<file path="src/rtl/demux_4_stream.sv">
// demux_4_stream: routes one valid/ready stream to four channels; the route is held for a whole packet.
// Latency: an accepted beat appears in its channel's holding slot on the next cycle.
// Backpressure: in_ready follows only the destination slot. Other channels drain independently.
module demux_4_stream #(
  parameter int WIDTH = 8,
  parameter int CNT_W = 8
) (
  input  logic                 clk,
  input  logic                 reset,
  input  logic [WIDTH-1:0]     in_data,
  input  logic                 in_valid,
  input  logic                 in_last,
  output logic                 in_ready,
  input  logic [1:0]           sel,
  output logic [4*WIDTH-1:0]   out_data,
  output logic [3:0]           out_last,
  output logic [3:0]           out_valid,
  input  logic [3:0]           out_ready,
  output logic [4*CNT_W-1:0]   beat_cnt,
  output logic                 busy
);

  typedef enum logic {IDLE = 1'b0, LOCKED = 1'b1} state_t;

  state_t     state;
  state_t     next_state;
  logic [1:0] cur_sel;
  logic [1:0] dest;
  logic [3:0] slot_free;
  logic       accept;

  // A slot can take a new beat when it is empty or is being drained this cycle.
  assign slot_free = ~out_valid | out_ready;
  assign accept    = in_valid & in_ready;

  // State register; the packet's destination is latched on the first beat of a multi-beat packet.
  always_ff @(posedge clk or posedge reset) begin
    if (reset) begin
      state   <= IDLE;
      cur_sel <= 2'd0;
    end else begin
      state <= next_state;
      if (state == IDLE && accept && !in_last)
        cur_sel <= sel;
    end
  end

  // Next-state logic: lock on a non-final first beat, unlock when the final beat is accepted.
  always_comb begin
    next_state = state;
    case (state)
      IDLE:    if (accept && !in_last) next_state = LOCKED;
      LOCKED:  if (accept && in_last)  next_state = IDLE;
      default: next_state = IDLE;
    endcase
  end

  // Output logic: the route comes from sel only between packets. in_ready never looks at in_valid.
  always_comb begin
    dest     = (state == IDLE) ? sel : cur_sel;
    in_ready = slot_free[dest];
    busy     = (state == LOCKED);
  end

  // Per-channel holding slots and saturating beat counters. Data and last hold their values after a drain.
  always_ff @(posedge clk or posedge reset) begin
    if (reset) begin
      out_valid <= 4'b0000;
      out_last  <= 4'b0000;
      out_data  <= '0;
      beat_cnt  <= '0;
    end else begin
      for (int k = 0; k < 4; k++) begin
        if (accept && dest == 2'(k)) begin
          out_data[k*WIDTH +: WIDTH] <= in_data;
          out_last[k]                <= in_last;
          out_valid[k]               <= 1'b1;
          if (beat_cnt[k*CNT_W +: CNT_W] != {CNT_W{1'b1}})
            beat_cnt[k*CNT_W +: CNT_W] <= beat_cnt[k*CNT_W +: CNT_W] + CNT_W'(1);
        end else if (out_valid[k] && out_ready[k]) begin
          out_valid[k] <= 1'b0;
        end
      end
    end
  end

endmodule

</file>
<file path="config.mk">
export PLATFORM = sky130hd
export DESIGN_NAME = demux_4_stream
export DESIGN_NICKNAME = d
export VERILOG_FILES = /design/src/rtl/demux_4_stream.sv
export SDC_FILE = /design/constraint.sdc
export NUM_CORES = 1
export LEC_CHECK = 0
export BUFFER_PORTS_ARGS = -buffer_cell sky130_fd_sc_hd__buf_2
export CAP_MARGIN = 20
export CORE_MARGIN = 2
export CORE_UTILIZATION = 52
export DETAILED_ROUTE_END_ITERATION = 6
export GPL_TIMING_DRIVEN = 0
export PLACE_DENSITY = 0.76
export SETUP_SLACK_MARGIN = 0.2
export SYNTH_ARGS = -nofsm -noshare
export SYNTH_HDL_FRONTEND = slang
export SYNTH_SLANG_ARGS = --single-unit
</file>
<file path="constraint.sdc">
create_clock -name clk -period 3.24 [get_ports clk]
set_input_delay 0.648 -clock clk [delete_from_list [all_inputs] [get_ports clk]]
set_output_delay 0.648 -clock clk [all_outputs]
set_load 0.02 [all_outputs]
</file>
==> metrics.csv, run 1 <==
stage,metric,value,unit
critical_path,crit_type,register to output pin,
outcome,status,"finished, final reports clean",
detailed_routing,antenna_left,0,
place,dp.final_hpwl,5.11,mm
place,post_dp_cell_area,0.00396,sq mm
floorplan,chipWidth,84.6,um
timing,drv_slew,0,
cells_and_area,layout-drive-gt1-share,47.0,%
cells_and_area,final_nets,379,
timing,setup_tns,0,ps
detailed_routing,drc,0,
cts,post-cts-setup-buffer-count,0,
global_routing,grt_pass1_wl,11.7,mm
cts,htree_levels,3,
timing,timing.fmax,413,MHz
detailed_routing,vias_per_cell,5.35,
cts,clkTransAtPathRegs,80,ps
logic_synthesis,synth_nets,277,
global_routing,grt_max_degree,69,
global_routing,use_met2,33.8,%
critical_path,arrival,1770,ps
timing,fin_crit,2420,ps
floorplan,initial_utilization,53.5,%
cts,cts-root-buf,clkbuf_8,
logic_synthesis,synth_seq_area_share,55.5,%
logic_synthesis,synth_area_per_cell,13.3,sq um
timing,report.final.hold_viol_count,0,
floorplan,core_region_area,0.00631,sq mm
run,cap_violations,0,
timing,fin_skew,13.4,ps
critical_path,endpoint_kind,output pin,
cells_and_area,diodes,0,
global_routing,grtUsageTotal,20.9,%
global_routing,antenna_found_initial,0,
cts,numCtsBuffers,9,
detailed_routing,wl_per_cell,16.0,um
global_routing,overflow,0,
floorplan,num_rows,29,
cts,cts_resized,0,
cts,clockBufferDepth,2,
logic_synthesis,syn_area,0.00338,sq mm
power,max-vdd-ir-drop,0.000618,V
worst_hold_path,holdCritPathClass,primary input to asynchronous set/reset pin,
critical_path,worstPathMaxFanout,7,
floorplan,die_y,84.6,um
logic_synthesis,synth_top_cell_area_share,55.5,%
logic_synthesis,yosys.area.top_type,dfrtp_1,
floorplan,pin_count,92,
floorplan,die_area,0.00716,sq mm
global_routing,met1_usage,26.8,%
detailed_routing,drt_first_iter_violations,64,
critical_path,start_kind,register,
logic_synthesis,synth_warnings,0,
critical_path,crit_required,2590,ps
cells_and_area,final_cell_area,0.00413,sq mm
cts,cts.sinks,75,
detailed_routing,routed_wl,7.01,mm
global_routing,grt_pass1_vias,2386,
timing,finalSetupViolCount,0,
detailed_routing,drtPass1Iterations,4,
detailed_routing,vias,2349,
timing,period_share,74.7,%
cts,clk_latency,340,ps
power,p_leak,2.02,nW
cts,cts_tree,done,
cells_and_area,area_delta_synth_final,22.1,%
critical_path,rrSetupSlack,1290,ps
logic_synthesis,ys_ff_latch,75,
logic_synthesis,ys_top_cells_by_area,"dfrtp_1 (56%), mux2_2 (15%), xor2_1 (5.4%)",
logic_synthesis,syn_inst,255,
cts,hold_buffers,0,
logic_synthesis,synth_cell_types,34,
global_routing,grtUsageMet3,6.00,%
place,gp_congestion,0.861,
timing,fin_hold_ws,186,ps
global_routing,top_usage_layer,met2,
place,io_buffers,90,
timing,worst_pin_slew,799,ps
timing,rsz0062_at_grt,no,
power,powerDensity,1000,mW/mm^2
timing,maxSlewHeadroom,46.3,%
[critical path, cell delays in order, from the launching register on]
cell	delay, ps
dfrtp_1	360
buf_6	160
mux2i_4	360
mux2i_1	290
mux2i_1	110
buf_2	170
[per-stage QoR]
stage          util (%)  setup WS [ps]  std cells  power (mW)
2_1_floorplan         -            682        255        2.90
3_3_place_gp       62.2           -208        422        3.47
3_5_place_dp       62.7            951        423        3.54
4_1_cts            65.4            790        439        4.18
5_1_grt            65.4            703        439        4.40
6_report           65.4            818        439        4.14
[synth_stat cells]
library cell and count:
dfrtp_1 75, mux2_2 46, nand2_1 21, xor2_1 21
nand3_1 11, nor3_1 8, nor4_1 8, nand2b_1 7
nor2_1 7, mux2i_1 5, and4_1 4, buf_2 4
ha_1 4, inv_1 4, nand4_4 4, nor3b_1 4
clkbuf_1 2, mux2_4 2, mux2i_4 2, o31ai_1 2
a21boi_0 1, and3_1 1, and4bb_2 1, buf_4 1
buf_6 1, nand4_1 1, nor4_2 1, nor4b_1 1
o21ai_0 1, o21bai_1 1, o22ai_1 1, o2bb2ai_2 1
or4b_2 1, xnor2_1 1
[metal layers]
| metal | wire, um | up-vias | part of all wire (%) |
|---|---|---|---|
| met4 | 89 | 0 | 1.3 |
| met5 | 0 | - | 0 |
| met1 | 3000 | 1167 | 43 |
| met3 | 427 | 8 | 6.1 |
| li1 | - | 1120 | - |
| met2 | 3490 | 54 | 50 |
[final timing paths]
| path | end | cells past startpoint | startpoint |
|---|---|---|---|
| max | in_ready | 5 | register |
| min | beat_cnt[30] | 2 | reset |
| max reg2reg | beat_cnt[17] | 5 | beat_cnt[16] |
| min reg2reg | beat_cnt[13] | 1 | beat_cnt[13] |
| max in group asynchronous | out_data[29] | 3 | reset |
| min in group clk | beat_cnt[13] | 1 | beat_cnt[13] |
[area by class of cell]
class                      instances  area (sq um)
tap                               77          96.3
sequential                        75          1880
inverter                           4          17.5
timing repair buffer              91           478
buffer                             8          46.3
clock inverter                     4          26.3
multi-input combinational        168          1440
clock buffer                      12           145
fill                             521          2180
[flip-flops by register name, indices dropped and copies added (netlist names), named ones only]
register   cells
beat_cnt      32
cur_sel        2
out_data      32
out_last       4
out_valid      4
[power by group]
| part | internal (mW) | switching [mW] | leakage [nW] |
|---|---|---|---|
| clock network | 0.298 | 0.333 | 0.0863 |
| registers | 1.34 | 0.307 | 0.922 |
| logic | 0.771 | 1.09 | 1.01 |
[layout by cell type, fill, tap and decap left out, types with 2 or more instances in the layout]
master,n
mux2_4,2
mux2_2,46
inv_1,3
nand2_1,21
dfrtp_1,75
ha_1,4
mux2i_4,2
nor4_1,8
buf_2,94
nor2_1,7
nand3_1,11
and4_1,4
nand4_4,4
clkbuf_8,10
clkbuf_1,4
nor3_1,8
nor3b_1,4
o31ai_1,2
mux2i_1,5
clkinv_2,2
xor2_1,21
nand2b_1,7
[cell families after synthesis]
logic type | after synthesis | share of synthesized area (%)
AND/OR/NAND/NOR | 80 | 14.8
flip-flops | 75 | 55.5
multiplexers | 55 | 19.0
XOR/XNOR | 22 | 5.70
buffers and inverters | 12 | 1.81
AO/OA/AOI/OAI | 7 | 1.67
adder cells (fa/ha/maj) | 4 | 1.48
No activity file was read; power rests on OpenSTA's default activity.
==> run 2, diff against run 1 <==
- ABC_AREA: unset -> 1
- CORE_UTILIZATION: 52 -> 53
- clock period: 3.24 -> 2.3 ns (I/O delays scaled with it)
==> metrics.csv, run 2 <==
stage,metric,value,unit
outcome,status,"finished, final reports clean",
logic_synthesis,synth_top_family_by_area,simple AND/OR/NAND/NOR gates,
timing,worst_pin_slew,865,ps
place,placed_cells,629,
timing,timing.fmax,497,MHz
power,max-vdd-ir-drop,0.000676,V
global_routing,overflow,0,
logic_synthesis,synth_commonest_cells,"nand2_1 (156), dfrtp_1 (75), inv_1 (34)",
power,power,5.31,mW
logic_synthesis,synth-simple-area-share,32.9,%
global_routing,antenna_found_initial,0,
floorplan,core_region_area,0.00683,sq mm
global_routing,grt_pass1_wl,14.5,mm
cts,clkTransAtPathRegs,90,ps
detailed_routing,routed_wl,8.93,mm
logic_synthesis,synth_nets,464,
logic_synthesis,yosys.area.top_type,dfrtp_1,
critical_path,path_cells,clkinv_4 > nand2_2 > nand2_4 > nand3_1 > nand2_1 > nor2_4 > buf_6,
critical_path,worstPathMaxFanout,8,
timing,rsz0062_at_grt,no,
critical_path,arrival,1550,ps
critical_path,crit_required,1840,ps
detailed_routing,vias_per_cell,5.21,
logic_synthesis,synth_compound_gate_area_share,5.18,%
detailed_routing,drt_first_iter_violations,174,
logic_synthesis,syn_inst,442,
cells_and_area,area_delta_synth_final,21.7,%
timing,report.final.hold_viol_count,0,
logic_synthesis,synth_warnings,0,
logic_synthesis,muxShareOfSynthArea,0,%
logic_synthesis,synth_seq_area_share,49.8,%
place,dp.final_hpwl,6.45,mm
cts,clk_latency,350,ps
power,p_leak,2.54,nW
logic_synthesis,ys_top_cells_by_area,"dfrtp_1 (50%), nand2_1 (16%), nand4_1 (4.3%)",
cts,cts-root-buf,clkbuf_8,
detailed_routing,vias,3377,
timing,finalSetupViolCount,0,
critical_path,slowest_stage,dfrtp_2,
cells_and_area,layout-drive-gt1-share,26.8,%
floorplan,initial_utilization,55.1,%
global_routing,grt_max_degree,39,
critical_path,endpoint_kind,output pin,
timing,maxSlewHeadroom,42.2,%
cells_and_area,final_cell_mix,"nand2_1 (154), buf_2 (93), dfrtp_1 (74)",
timing,period_share,87.6,%
critical_path,critPathMaxStageDelay,450,ps
cts,htree_levels,3,
detailed_routing,drtPass1Iterations,5,
logic_synthesis,synth_top_cell_area_share,49.8,%
logic_synthesis,synth_cell_types,27,
worst_hold_path,holdCritPathClass,primary input to asynchronous set/reset pin,
logic_synthesis,ys.flop_type,dfrtp_1,
cts,cts_tree,done,
detailed_routing,wl_per_cell,13.8,um
power,powerDensity,1160,mW/mm^2
logic_synthesis,synth-edff-count,0,
critical_path,start_kind,register,
floorplan,die_y,88.3,um
cells_and_area,diodes,0,
timing,setup_ws,286,ps
cells_and_area,layout_commonest_cell,nand2_1,
place,io_buffers,90,
critical_path,cp_num_buf_inv,2,
cells_and_area,final_nets,569,
logic_synthesis,async_flop_share,100,%
floorplan,num_rows,30,
place,gp_congestion,0.863,
logic_synthesis,ys_ff_latch,75,
floorplan,pin_count,92,
logic_synthesis,synthAdderAreaFrac,1.33,%
global_routing,grt_pass1_vias,3028,
detailed_routing,drc,0,
cts,clockBufferDepth,2,
cells_and_area,final_cells,648,
timing,drv_slew,0,
timing,setup_tns,0,ps
logic_synthesis,synth_area_per_cell,8.52,sq um
run,cap_violations,0,
logic_synthesis,yosysMostFrequentCell,nand2_1,
logic_synthesis,synthXorXnorAreaFrac,4.18,%
critical_path,crit_type,register to output pin,
logic_synthesis,syn_area,0.00377,sq mm
cts,cts.sinks,75,
place,post_dp_cell_area,0.00436,sq mm
timing,fin_crit,2010,ps
cells_and_area,final_cell_area,0.00458,sq mm
floorplan,die_area,0.00780,sq mm
cells_and_area,reg.largest.list,"beat_cnt: 32 flops, out_data: 32 flops",
floorplan,chipWidth,88.3,um
timing,fin_skew,8.40,ps
place,post-place-ws,399,ps
detailed_routing,antenna_left,0,
cts,numCtsBuffers,9,
global_routing,grtUsageTotal,24.0,%
critical_path,critPathTopFamily,simple AND/OR/NAND/NOR gates,
==> run 2: cell types whose count changed after synthesis, moves of 5 or more <==
cell,previous run,this run
nand3_1,11,30
mux2_2,46,0
inv_1,4,34
nand2b_1,7,0
nand4_1,1,26
nor2_1,7,21
nor4_1,8,0
nand2_1,21,156
nand2_4,0,5
o21ai_0,1,26
o21ai_1,0,13
mux2i_1,5,0
==> run 2: report_power, final <==
group,internal (mW),leakage (nW),switching [mW]
logic,0.744,1.48,1.47
registers,1.78,0.966,0.354
clock network,0.413,0.0929,0.551
==> run 2: area by class of cell <==
cell class | count | area, sq um
Clock buffer | 9 | 124
Sequential cell | 75 | 1880
Buffer | 14 | 113
Clock inverter | 7 | 58.8
Inverter | 36 | 144
Tap cell | 96 | 120
Timing Repair Buffer | 94 | 499
Multi-Input combinational cell | 317 | 1650
Fill cell | 601 | 2250
==> run 2: worst paths after layout <==
check | start | endpoint | slack (ps) | depth (start not counted)
max in group asynchronous | reset | beat_cnt[12] | 1380 | 3
max reg2reg | register | beat_cnt[14] | 590 | 10
max | register | in_ready | 290 | 7
min | reset | beat_cnt[27] | 270 | 2
min reg2reg | out_data[2] | out_data[2] | 470 | 2
min in group clk | out_ready[1] | out_valid[1] | 290 | 2
==> run 2: repair_timing <==
| action | 4_1_cts | 5_1_grt |
|---|---|---|
| hold buffers | 0 | 0 |
| pin swaps | 1 | 2 |
| gates resized for setup | 1 | 6 |
| endpoints found under the hold margin | 0 | 0 |
| buffers inserted | 1 | 2 |
| endpoints found under the setup margin | 1 | 1 |
==> run 2: per-stage QoR <==
step                      utilization [%]  hold slack (ps)
after global routing                 67.1              278
after detailed placement             63.8              453
after CTS                            66.6              281
final                                67.1              270
after global placement               63.6              452
after floorplan                         -              463
==> run 2: metal layers <==
| metal | track usage, % | part of all wire [%] | vias to the layer above | routed length, um |
|---|---|---|---|---|
| met2 | 37.5 | 47 | 111 | 4180 |
| li1 | - | - | 1648 | - |
| met3 | 4.57 | 6.1 | 15 | 542 |
| met5 | 0 | 0 | - | 0 |
| met4 | 10.3 | 2.0 | 0 | 176 |
| met1 | 33.0 | 45 | 1603 | 4030 |
==> run 2: cell families (layout without fill, tap and decap cells) <==
group | Yosys count | in the layout
buffers and inverters | 50 | 160
and+or+nand+nor | 256 | 256
adders and majority gates | 4 | 4
xor gates and xnor gates | 18 | 18
AOI/OAI and AO/OA | 39 | 39
DFF | 75 | 75
==> run 2: worst register-to-register path: cells and delay by family, from the launching register on <==
kind	cells	cell delay, ps
AND/OR/NAND/NOR	8	840
buffers and inverters	2	300
flip-flops	1	450
==> run 3, diff against run 2 <==
- clock period: 2.3 -> 2.11 ns (I/O delays scaled with it)
==> metrics.csv, run 3 (synthesis results as in run 2) <==
stage,metric,value,unit
cts,cts-root-buf,clkbuf_8,
cts,htree_levels,3,
global_routing,grt_pass1_vias,3209,
cells_and_area,final_cell_area,0.00470,sq mm
cells_and_area,final_cells,657,
timing,drv_slew,0,
critical_path,worstPathMaxFanout,6,
timing,rsz0062_at_grt,yes,
place,gp_congestion,0.863,
cts,cts.sinks,75,
global_routing,grtUsageTotal,25.1,%
critical_path,cp_num_buf_inv,2,
critical_path,crit_type,register to output pin,
cells_and_area,layout_commonest_cell,nand2_1,
critical_path,crit_required,1690,ps
cells_and_area,fillers,585,
place,post_dp_cell_area,0.00436,sq mm
critical_path,path_cells,inv_4 > nand2_2 > nand2_2 > nand3_2 > nand2_2 > nor2_4 > buf_6,
critical_path,r2r_cells,11,
power,p_leak,2.60,nW
detailed_routing,vias_per_cell,5.31,
cells_and_area,final_cell_mix,"nand2_1 (148), buf_2 (92), dfrtp_1 (74)",
global_routing,met1_usage,33.8,%
power,max-vdd-ir-drop,0.000751,V
timing,maxSlewHeadroom,42.8,%
floorplan,core_region_area,0.00683,sq mm
cts,clk_latency,360,ps
critical_path,endpoint_kind,output pin,
timing,fin_hold_ws,226,ps
detailed_routing,drt_first_iter_violations,166,
outcome,status,"finished, final reports clean",
timing,worst_pin_slew,856,ps
detailed_routing,vias,3488,
detailed_routing,drc,0,
detailed_routing,routed_wl,9.28,mm
critical_path,slowest_stage,dfrtp_2,
timing,fin_crit,1930,ps
global_routing,antenna_found_initial,0,
global_routing,top_usage_layer,met2,
floorplan,initial_utilization,55.1,%
critical_path,start_kind,register,
global_routing,grt_pass1_wl,15.2,mm
floorplan,die_area,0.00780,sq mm
detailed_routing,wl_per_cell,14.1,um
critical_path,critPathMaxStageDelay,470,ps
timing,report.final.hold_viol_count,0,
floorplan,chipWidth,88.3,um
cts,clkTransAtPathRegs,90,ps
timing,timing.fmax,518,MHz
timing,fin_skew,9.98,ps
cells_and_area,reg.largest.list,"beat_cnt: 32 flops, out_data: 32 flops",
cells_and_area,final_nets,578,
worst_hold_path,holdCritPathClass,primary input to asynchronous set/reset pin,
power,powerDensity,1260,mW/mm^2
floorplan,num_rows,30,
run,cap_violations,0,
cts,hold_buffers,0,
critical_path,r2r_end,beat_cnt[17],
detailed_routing,antenna_left,0,
place,placed_cells,629,
critical_path,rrSetupSlack,270,ps
global_routing,grtUsageMet3,4.66,%
cells_and_area,area_delta_synth_final,24.7,%
cts,cts_tree,done,
cts,numCtsBuffers,9,
detailed_routing,drtPass1Iterations,5,
power,power,5.91,mW
timing,period_share,91.5,%
global_routing,use_met2,40.0,%
global_routing,overflow,0,
global_routing,grt_max_degree,39,
critical_path,cp_common_cell,nand2_2,
timing,setup_tns,0,ps
critical_path,critPathTopFamily,flip-flops,
cells_and_area,diodes,0,
timing,finalSetupViolCount,0,
place,io_buffers,90,
floorplan,pin_count,92,
critical_path,arrival,1510,ps
cts,clockBufferDepth,2,
place,dp.final_hpwl,6.45,mm
floorplan,die_y,88.3,um
cells_and_area,layout-drive-gt1-share,29.6,%
-- run 3: changes by cell type in the layout (fill, tap and decap cells not counted), sizes merged --
cell	delta
clkinv	-1
buf	+9
inv	+1
-- run 3: how the worst max path moves through the flow --
stage | to | cells after the start | slack, ps
4_1_cts | in_ready | 7 | 200
2_1_floorplan | beat_cnt[12] | 9 | 450
6_report | in_ready | 7 | 180
3_3_place_gp | in_ready | 8 | 300
5_1_grt | in_ready | 7 | 110
3_5_place_dp | in_ready | 8 | 280
-- run 3: final cells by class --
cell class | instances | area, sq um | area share, %
clock buffer | 9 | 124 | 2.64
inverter | 36 | 141 | 3.01
sequential | 75 | 1880 | 40.0
clock inverter | 7 | 58.8 | 1.25
multi-input combinational | 317 | 1690 | 36.0
timing repair buffer | 103 | 567 | 12.1
buffer | 14 | 115 | 2.45
tap | 96 | 120 | 2.56
-- run 3: metrics by stage --
stage / util [%] / setup WS (ps)
6_report: 68.8 / 179
5_1_grt: 68.8 / 113
4_1_cts: 68.7 / 200
3_5_place_dp: 63.8 / 285
3_3_place_gp: 63.6 / 295
2_1_floorplan: - / 451
-- run 3: worst reg2reg max path, delay by kind of cell (launching register included) --
kind / cells / cell delay [ps]
flops: 1 / 480
buf+inv: 6 / 700
simple gates: 4 / 370
compound gates: 1 / 170
-- run 3: report_power, final --
group,internal [mW],switching [mW]
logic,0.878,1.65
clock network,0.450,0.602
registers,1.94,0.391
total,3.27,2.64
-- run 3: metal layers --
layer / vias up / share of wire [%] / wire, um
li1: 1663 / - / -
met1: 1684 / 44 / 4060
met2: 123 / 48 / 4440
met3: 18 / 6.3 / 584
met4: 0 / 2.1 / 193
met5: - / 0 / 0
-- run 3: repair_timing --
item	4_1_cts	5_1_grt
endpoints found under the hold margin	0	0
setup buffers	12	0
setup endpoints to repair	1	3
gates resized for setup	18	3
pin swaps	9	0
